--- src/rtl/procedural_rr_sequencer.sv ---
// ----------------------------------------------------------------------------
// procedural_rr_sequencer
//
// Shares one registered arithmetic datapath among NUM_REQ requesters. A
// round-robin arbiter picks one valid requester while idle and captures its
// operand pair and mode bit. The block computes the result in a single EXEC
// cycle and presents it, tagged with the requester index, on a valid/ready
// response port. It then waits in RESP until the consumer accepts.
//
// Parameters:
//   NUM_REQ  number of requesters (2..8)
//   WIDTH    operand / result width
//   ID_W     requester index width, 2**ID_W >= NUM_REQ
//
// Ports:
//   clk        clock, rising edge
//   rst        synchronous active-high reset
//   req_valid  per-requester request valid
//   req_ready  per-requester accept, one-hot or zero, combinational in IDLE
//   req_in1    packed operand 1, requester i at [i*WIDTH +: WIDTH]
//   req_in2    packed operand 2, same packing
//   req_sel    per-requester mode select
//   rsp_valid  response valid
//   rsp_ready  response consumer ready
//   rsp_id     index of the requester owning the response
//   rsp_out1   result 1
//   rsp_out2   result 2
//   busy       high whenever the FSM is not idle
//
// Optional feature (macro PROC_SEQ_STATS_EN):
//   grant_count  16-bit wrapping count of accepted requests
//   stall_count  16-bit wrapping count of cycles with rsp_valid && !rsp_ready
// ----------------------------------------------------------------------------
module procedural_rr_sequencer #(
    parameter int NUM_REQ = 4,
    parameter int WIDTH   = 16,
    parameter int ID_W    = 2
) (
    input  logic                       clk,
    input  logic                       rst,
    input  logic [NUM_REQ-1:0]         req_valid,
    output logic [NUM_REQ-1:0]         req_ready,
    input  logic [NUM_REQ*WIDTH-1:0]   req_in1,
    input  logic [NUM_REQ*WIDTH-1:0]   req_in2,
    input  logic [NUM_REQ-1:0]         req_sel,
    output logic                       rsp_valid,
    input  logic                       rsp_ready,
    output logic [ID_W-1:0]            rsp_id,
    output logic [WIDTH-1:0]           rsp_out1,
    output logic [WIDTH-1:0]           rsp_out2,
`ifdef PROC_SEQ_STATS_EN
    output logic [15:0]                grant_count,
    output logic [15:0]                stall_count,
`endif
    output logic                       busy
);

    typedef enum logic [1:0] {
        S_IDLE = 2'd0,
        S_EXEC = 2'd1,
        S_RESP = 2'd2
    } state_e;

    localparam logic [WIDTH-1:0] MUL_K = WIDTH'(10);

    // ------------------------------------------------------------------------
    // State
    // ------------------------------------------------------------------------
    state_e            state_q,    state_d;
    logic [ID_W-1:0]   rr_ptr_q,   rr_ptr_d;
    logic [WIDTH-1:0]  in1_q,      in1_d;
    logic [WIDTH-1:0]  in2_q,      in2_d;
    logic              sel_q,      sel_d;
    logic [ID_W-1:0]   cap_id_q,   cap_id_d;
    logic              rsp_valid_q, rsp_valid_d;
    logic [ID_W-1:0]   rsp_id_q,   rsp_id_d;
    logic [WIDTH-1:0]  rsp_out1_q, rsp_out1_d;
    logic [WIDTH-1:0]  rsp_out2_q, rsp_out2_d;
`ifdef PROC_SEQ_STATS_EN
    logic [15:0]       grant_cnt_q, grant_cnt_d;
    logic [15:0]       stall_cnt_q, stall_cnt_d;
`endif

    // ------------------------------------------------------------------------
    // Round-robin search: scan upward from rr_ptr_q, wrapping at NUM_REQ-1.
    // ------------------------------------------------------------------------
    logic              grant_found;
    logic [ID_W-1:0]   grant_id;
    logic [ID_W-1:0]   scan_id;
    int                scan_idx;

    // NOTE: combinational blocks give every output a default first so no
    // path leaves a variable unassigned, which would infer a latch.
    always_comb begin
        grant_found = 1'b0;
        grant_id    = '0;
        scan_id     = '0;
        scan_idx    = 0;
        for (int k = 0; k < NUM_REQ; k++) begin
            scan_idx = int'(rr_ptr_q) + k;
            if (scan_idx >= NUM_REQ) begin
                scan_idx = scan_idx - NUM_REQ;
            end
            scan_id = ID_W'(scan_idx);
            if (!grant_found && req_valid[scan_id]) begin
                grant_found = 1'b1;
                grant_id    = scan_id;
            end
        end
    end

    // Ready is only offered in IDLE. It is held low during reset so that no
    // requester sees a handshake the register update is about to discard.
    logic accept;
    assign accept = (state_q == S_IDLE) && grant_found && !rst;

    always_comb begin
        req_ready = '0;
        if (accept) begin
            req_ready[grant_id] = 1'b1;
        end
    end

    // ------------------------------------------------------------------------
    // Execute-stage datapath, all arithmetic modulo 2**WIDTH.
    // ------------------------------------------------------------------------
    logic [WIDTH-1:0] t1, t2, res1, res2;

    always_comb begin
        t1 = (in1_q + in2_q) * MUL_K;
        if (sel_q) begin
            t2   = t1 ^ (in1_q >> 2);
            res1 = t2 & in2_q;
        end else begin
            t2   = t1 | (in2_q << 3);
            res1 = t2 + in1_q;
        end
        res2 = t1 - t2;
    end

    // ------------------------------------------------------------------------
    // Next-state and register inputs
    // ------------------------------------------------------------------------
    always_comb begin
        state_d     = state_q;
        rr_ptr_d    = rr_ptr_q;
        in1_d       = in1_q;
        in2_d       = in2_q;
        sel_d       = sel_q;
        cap_id_d    = cap_id_q;
        rsp_valid_d = rsp_valid_q;
        rsp_id_d    = rsp_id_q;
        rsp_out1_d  = rsp_out1_q;
        rsp_out2_d  = rsp_out2_q;

        unique case (state_q)
            S_IDLE: begin
                if (accept) begin
                    in1_d    = req_in1[int'(grant_id)*WIDTH +: WIDTH];
                    in2_d    = req_in2[int'(grant_id)*WIDTH +: WIDTH];
                    sel_d    = req_sel[grant_id];
                    cap_id_d = grant_id;
                    rr_ptr_d = (int'(grant_id) == NUM_REQ - 1) ? '0 : grant_id + ID_W'(1);
                    state_d  = S_EXEC;
                end
            end
            S_EXEC: begin
                rsp_out1_d  = res1;
                rsp_out2_d  = res2;
                rsp_id_d    = cap_id_q;
                rsp_valid_d = 1'b1;
                state_d     = S_RESP;
            end
            S_RESP: begin
                // Results and id stay put after the handshake; only valid drops.
                if (rsp_ready) begin
                    rsp_valid_d = 1'b0;
                    state_d     = S_IDLE;
                end
            end
            default: begin
                state_d = S_IDLE;
            end
        endcase
    end

`ifdef PROC_SEQ_STATS_EN
    always_comb begin
        grant_cnt_d = grant_cnt_q;
        stall_cnt_d = stall_cnt_q;
        if (accept) begin
            grant_cnt_d = grant_cnt_q + 16'd1;
        end
        if (rsp_valid_q && !rsp_ready) begin
            stall_cnt_d = stall_cnt_q + 16'd1;
        end
    end
`endif

    // ------------------------------------------------------------------------
    // Registers. Every element, including captured operands, returns to zero
    // on reset so an aborted transaction leaves no trace.
    // ------------------------------------------------------------------------
    // NOTE: sequential state uses non-blocking assignments so all registers
    // update together from pre-edge values, independent of statement order.
    always_ff @(posedge clk) begin
        if (rst) begin
            state_q     <= S_IDLE;
            rr_ptr_q    <= '0;
            in1_q       <= '0;
            in2_q       <= '0;
            sel_q       <= 1'b0;
            cap_id_q    <= '0;
            rsp_valid_q <= 1'b0;
            rsp_id_q    <= '0;
            rsp_out1_q  <= '0;
            rsp_out2_q  <= '0;
`ifdef PROC_SEQ_STATS_EN
            grant_cnt_q <= '0;
            stall_cnt_q <= '0;
`endif
        end else begin
            state_q     <= state_d;
            rr_ptr_q    <= rr_ptr_d;
            in1_q       <= in1_d;
            in2_q       <= in2_d;
            sel_q       <= sel_d;
            cap_id_q    <= cap_id_d;
            rsp_valid_q <= rsp_valid_d;
            rsp_id_q    <= rsp_id_d;
            rsp_out1_q  <= rsp_out1_d;
            rsp_out2_q  <= rsp_out2_d;
`ifdef PROC_SEQ_STATS_EN
            grant_cnt_q <= grant_cnt_d;
            stall_cnt_q <= stall_cnt_d;
`endif
        end
    end

    // ------------------------------------------------------------------------
    // Outputs
    // ------------------------------------------------------------------------
    assign rsp_valid = rsp_valid_q;
    assign rsp_id    = rsp_id_q;
    assign rsp_out1  = rsp_out1_q;
    assign rsp_out2  = rsp_out2_q;
    assign busy      = (state_q != S_IDLE);
`ifdef PROC_SEQ_STATS_EN
    assign grant_count = grant_cnt_q;
    assign stall_count = stall_cnt_q;
`endif

endmodule
--- config.mk ---
export PLATFORM = sky130hd
export DESIGN_NAME = procedural_rr_sequencer
export DESIGN_NICKNAME = d
export VERILOG_FILES = /design/src/rtl/procedural_rr_sequencer.sv
export SDC_FILE = /design/constraint.sdc
export NUM_CORES = 1
export LEC_CHECK = 0
export CELL_PAD_IN_SITES_DETAIL_PLACEMENT = 0
export CELL_PAD_IN_SITES_GLOBAL_PLACEMENT = 1
export CORE_MARGIN = 4
export CORE_UTILIZATION = 38
export CTS_BUF_LIST = sky130_fd_sc_hd__clkbuf_2 sky130_fd_sc_hd__clkbuf_4 sky130_fd_sc_hd__clkbuf_8
export DETAILED_ROUTE_END_ITERATION = 12
export GPL_TIMING_DRIVEN = 0
export PLACE_DENSITY_LB_ADDON = 0.15
export SLEW_MARGIN = 10
export SYNTH_ARGS = -nofsm -noshare
export SYNTH_HDL_FRONTEND = slang
export SYNTH_SLANG_ARGS = --single-unit
--- constraint.sdc ---
create_clock -name clk -period 8.57 [get_ports clk]
set_input_delay 0.857 -clock clk [delete_from_list [all_inputs] [get_ports clk]]
set_output_delay 0.857 -clock clk [all_outputs]
set_load 0.03 [all_outputs]
Word level (Yosys, flattened, before mapping) --
Index checks and enable logic that the tools add are counted.
Word-level totals: flip-flop bits (word level) 74, bits in latches 0, bits in writable memories 0, ROM bits 0, input port bits 139, output and inout port bits 40, logic and storage cells 91, memories kept 0
Operators by class: add/sub/neg operators 11, multiply operators 1, div/mod/pow operators 0, magnitude comparators 10, equality and inequality tests 5, shift-type cells 2, mux-type cells 33, bitwise logic cells 3, reduce and logical (&&, ||, !) cells 16
Operator list (number):
- $shiftx A64 B7 Y16 | 2
- $add A16 B16 Y16 | 2
- $mux W16 | 2
- $mux W2 | 11
- $and A16 B16 Y16 | 1
- $mul A16 B3 Y15 const B | 1
- $or A16 B16 Y16 | 1
- $sub A16 B16 Y16 | 1
- $xor A16 B14 Y16 | 1
- $lt A2 B3 Y1 const B | 5
- $mux W1 | 11
- $bmux W1 S2 | 5
- $ge A3 B3 Y1 const B | 3
- $sub A2 B1 Y2 const B | 4
- $add A2 B2 Y3 const B | 2
- $logic_and A1 B1 Y1 | 6
- $pmux W2 S3 | 1
- $reduce_and A2 Y1 | 3
- $eq A2 B1 Y1 const B | 2
- $logic_not A1 Y1 | 4
- $mux W4 | 1
- $ne A2 B2 Y1 const B | 2
- $reduce_bool A2 Y1 | 2
- $add A2 B1 Y3 const B | 1
- 7 further kinds | 7

Logic depth before layout (Yosys ltp) --
depth after elaboration 19, depth in mapped cells 28, depth with buffers taken out 28

Worst setup path before layout --
No wires, ideal clock.
path kind flip-flop to flip-flop, start register in2_q[0], end register rsp_out2_q[14] (netlist: rsp_out2[14]), library setup time 0.122 ns, arrival time 4.726 ns, required time 8.448 ns, path slack 3.722 ns, cell stages (with the launch flop) 26, buffers on the path 0, period minus slack after synthesis 4.848 ns, cell sequence dfxtp_1 -> ha_1 -> inv_1 -> fa_1 -> nand2b_1 -> nand2b_1 -> a21oi_1 -> xnor2_1 -> ha_1 -> inv_1 -> fa_1 -> nor2b_1 -> o21ai_0 -> a21boi_0 -> nor2_1 -> or2_2 -> o21ai_0 -> ha_1 -> a21oi_1 -> nor2b_1 -> or2_2 -> a211oi_1 -> nor2_1 -> o41ai_1 -> nor4_1 -> a311o_1
On the way: cells in the longest elaborated chain, start to end 5, elaborated cells on any way between the ends 6, those cells by class add/sub (2); mul (1); mux (1); bitwise (2)
Ends and longest elaborated chain:
- from (decl) | RTL line 72 | logic [WIDTH-1:0] in2_q, in2_d;
- from (signal assigned) | RTL line 226 | in2_q <= in2_d;
- $add A16 B16 Y16 | RTL line 130 | t1 = (in1_q + in2_q) * MUL_K;
- $mul A16 B3 Y15 | RTL line 130
- $or A16 B16 Y16 or $xor A16 B14 Y16 (tied branches) | RTL line 135, 132
- $mux W16 | RTL line 131 | if (sel_q) begin
- $sub A16 B16 Y16 (*) | RTL line 138 | res2 = t1 - t2;
- to (signal assigned) | RTL line 232 | rsp_out2_q <= rsp_out2_d;
- to (decl) | RTL line 78 | logic [WIDTH-1:0] rsp_out2_q, rsp_out2_d;
Mark *: on every way between the ends. The rest lies on a longest branch, timed or not. A chain may end at the register's enable or synchronous reset.

Worst setup path after layout --
start register in1_q[2], end register rsp_out1_q[15] (netlist: rsp_out1[15])
On the way: cells in the longest elaborated chain, start to end 5, elaborated cells on any way between the ends 7, those cells by class add/sub (2); mul (1); mux (1); bitwise (3)
Ends and longest elaborated chain:
- from (decl) | RTL line 71 | logic [WIDTH-1:0] in1_q, in1_d;
- from (signal assigned) | RTL line 225 | in1_q <= in1_d;
- $add A16 B16 Y16 | RTL line 130
- $mul A16 B3 Y15 | RTL line 130
- $or A16 B16 Y16 or $xor A16 B14 Y16 (tied branches) | RTL line 135, 132
- $add A16 B16 Y16 or $and A16 B16 Y16 (tied branches) | RTL line 136, 133
- $mux W16 (*) | RTL line 131
- to (signal assigned) | RTL line 231 | rsp_out1_q <= rsp_out1_d;
- to (decl) | RTL line 77 | logic [WIDTH-1:0] rsp_out1_q, rsp_out1_d;
Marks and branches as above.

==> results.ini <==
[run_status]
result_of_the_run = complete, no violations

[power]
sequential_group_share_of_total_power_pct = 13.9
power_per_cell_area_nw_per_um2 = 403
power_switching_uw = 1740
ir_worst_vdd_mv = 0.266
p_int_uw = 1770
static-leakage-power_uw = 0.00360
switching_share_pct = 49.6
power_frac_clock_pct = 8.0
share_comb_of_total_power_pct = 78.1

[logic_synthesis]
postSynth.asyncResetShare_pct = 0
syn_area_per_cell_um2 = 7.08
synthTopCellsByArea = sky130_fd_sc_hd__dfxtp_1, sky130_fd_sc_hd__ha_1, sky130_fd_sc_hd__nand2_1
synth-warning-count = 0
synth_enable_flop_cells = 0
portion_of_synthesized_cell_area_occupied_by_the_leading_cell_type_pct = 22.9
synth.cell_area_um2 = 6460
mappedNetlistNets = 1118
ys_top_cells_by_count = sky130_fd_sc_hd__nand2_1, sky130_fd_sc_hd__a21oi_1, sky130_fd_sc_hd__nor2_1
syn_inst = 913
netlist.top_cell.by_area = sky130_fd_sc_hd__dfxtp_1
netlist_cell_types = 59
synth-seq-cells = 74
ys_seq_area_share_pct = 22.9
synth-main-ff-cell = sky130_fd_sc_hd__dfxtp_1
dominant_cell_by_count_in_the_synthesized_netlist = sky130_fd_sc_hd__nand2_1

[place]
gpl.final_weighted_congestion = 0.914
detailed_place_hpwl_mm = 18.5
port_buffers = 177
dp_slack_ps = 3090
placed_cell_area_um2 = 8510

[cts]
cts-resized-gates = 0
cts_max_level = 3
tritoncts_clock_tree = yes
cts_made_buffers = 9
clk_path_buf_depth = 2
post-cts-setup-buffers = 0
clk_pin_slew_worst_paths_ps = 90
clock-sinks = 74
cts.hold.buffers_added = 0
insertion_delay_ps = 380
cts_root_buf = sky130_fd_sc_hd__clkbuf_8

[timing]
layout_min_cycle_time_ps = 5490
fin_setup_tns_ps = 0
finalClockSkew_ps = 20.1
worst_case_headroom_to_the_max_slew_limit_pct = 48.3
final-setup-viol-count = 0
report.final.slew_viol_count = 0
timing_hold_violations_final = 0
worst_pin_slew_ps = 775
grt_setup_unrepaired = no
final_critical_path_setup_slack_ps = 3080
maxClockFrequency_mhz = 182
finalCritPeriodShare_pct = 64.1

[critical_path]
cp_max_fo = 9
critPathCaptureType = flip-flop
timing.critical_path.slowest_cell_delay_ps = 570
start_kind = flip-flop
worst-setup-path-type = flip-flop to flip-flop
data_arrival_time_of_the_worst_path_ps = 5810
critPathSlowestCell = sky130_fd_sc_hd__dfxtp_1
path_cells = ha_1 > a21oi_1 > o21bai_1 > a21oi_1 > xor2_1 > xnor2_1 > ha_1 > nor2b_1 > o21ai_0 > a21boi_0 > o21ai_0 > a21oi_1 > o21a_1 > o311ai_1 > or2_2 > ha_1 > a21oi_1 > o21ai_0 > nand3b_1 > a211o_1 > a31oi_1
cp_data_required_time_ps = 8890
critPathMostFrequentCell = sky130_fd_sc_hd__a21oi_1
worst_reg2reg_path_depth = 21

[floorplan]
initial_utilization_pct = 38.8
fp.dieArea_um2 = 19200
placementRows = 47
core_area_um2 = 16600
die_w_um = 138
io_pins = 179
fp.dieH_um = 138

[detailed_routing]
detail-route-antenna-nets = 0
routed_wirelength_mm = 22.1
remaining_drc_errors = 0
drtIter0Drc = 324
routed-via-count = 7020
wire_per_inst_um = 16.7
number_of_iterations_in_the_first_detailed_routing_pass = 6
route.detailed.vias_per_inst = 5.29

[global_routing]
maximum_number_of_pins_on_one_net_before_global_route_repair = 14
wire_length_of_the_first_global_routing_pass_mm = 34.9
grt_antenna_before_repair = 0
first_global_vias = 6792
global_route.overflow_total = 0
globalRouteTotalUtil_pct = 22.4

[worst_hold_path]
holdPathStages = 2
min_path_type = flip-flop to flip-flop

[layout]
n_antenna_cell = 0
area.growth.synth_to_final_pct = 34.7
cell_area_after_layout_um2 = 8710
nets = 1306
proportion_of_layout_cells_with_a_drive_suffix_above_1_pct = 3.35

[run]
maxCapViolations = 0

==> flip-flops by register name (all words and copies together), names as in the netlist <==
signal     flops
cap_id_q       2
in1_q         16
in2_q         16
rr_ptr_q       2
rsp_id         2
rsp_out1      16
rsp_out2      16
rsp_valid      1
sel_q          1
state_q        2
==> final timing paths <==
check | startpoint | slack, ps | endpoint
setup / recovery | in1_q[2] | 3080 | rsp_out1[15]
hold / removal | rsp_out2[3] | 460 | rsp_out2[3]
setup reg to reg | in1_q[2] | 3080 | rsp_out1[15]
hold reg to reg | rsp_out2[3] | 460 | rsp_out2[3]
==> area by class of cell <==
type                       count  area, um2
sequential                    74       1480
tap                          220        275
inverter                      27        101
timing repair buffer         177       1770
multi-input combinational    759       4680
fill                        1702       7930
clock inverter                 6       65.1
clock buffer                  10        131
buffer                        53        199
==> worst max-delay path, delay by kind of cell, from the launching register on <==
kind / cells / cell delay [ps]
AOI/OAI and AO/OA: 13 / 2880
xor gates and xnor gates: 2 / 500
adders and majority gates: 3 / 940
DFF: 1 / 570
and+or+nand+nor: 3 / 560
==> cells in the final DEF (no fill, tap or decap), drive strengths merged, types with 6 or more instances in the layout <==
master         netlist  final
o211ai               6      6
nand2              206    206
nor2b                8      8
nand3                9      9
and3                36     36
or2                 16     16
dfxtp               74     74
a21oi               98     98
nor2                77     77
inv                 26     27
clkdlybuf4s50        0    177
clkbuf              49     59
ha                  63     63
xnor2               42     42
a21o                16     16
a311oi              35     35
nor3                11     11
o21bai               6      6
a211oi              11     11
xor2                19     19
o21ai               33     33
==> metal layers <==
metal  global-route usage (%)  wire, um
met2                     38.3     10300
met3                     3.90      1300
met4                     7.90       587
met1                     28.5      9880
met5                        0         0
==> power groups by stage <==
stage / Clock (uW) / Combinational, uW / Sequential, uW
4_1_cts: 286 / 2750 / 488
3_3_place_gp: 0 / 2730 / 495
5_1_grt: 299 / 3070 / 497
6_report: 281 / 2740 / 489
3_5_place_dp: 0 / 2730 / 496
2_1_floorplan: 0 / 2050 / 527
==> through the flow <==
step	total power, uW	cells	util, %	hold slack (ps)
4_1_cts	3520	1326	52.3	461
3_5_place_dp	3230	1310	51.1	449
3_3_place_gp	3220	1310	51.1	444
2_1_floorplan	2580	913	-	432
5_1_grt	3870	1326	52.3	484
6_report	3510	1326	52.3	457
==> cell families (layout without fill, tap and decap cells) <==
family / count (synthesis) / after routing / synth area share (%)
and+or+nand+nor: 387 / 387 / 26.4
AOI/OAI and AO/OA: 242 / 242 / 24.0
buffers and inverters: 80 / 273 / 4.64
DFF: 74 / 74 / 22.9
adders and majority gates: 66 / 66 / 13.1
xor gates and xnor gates: 61 / 61 / 8.38
muxes: 3 / 3 / 0.465
Power figures use the tool's default switching activity.
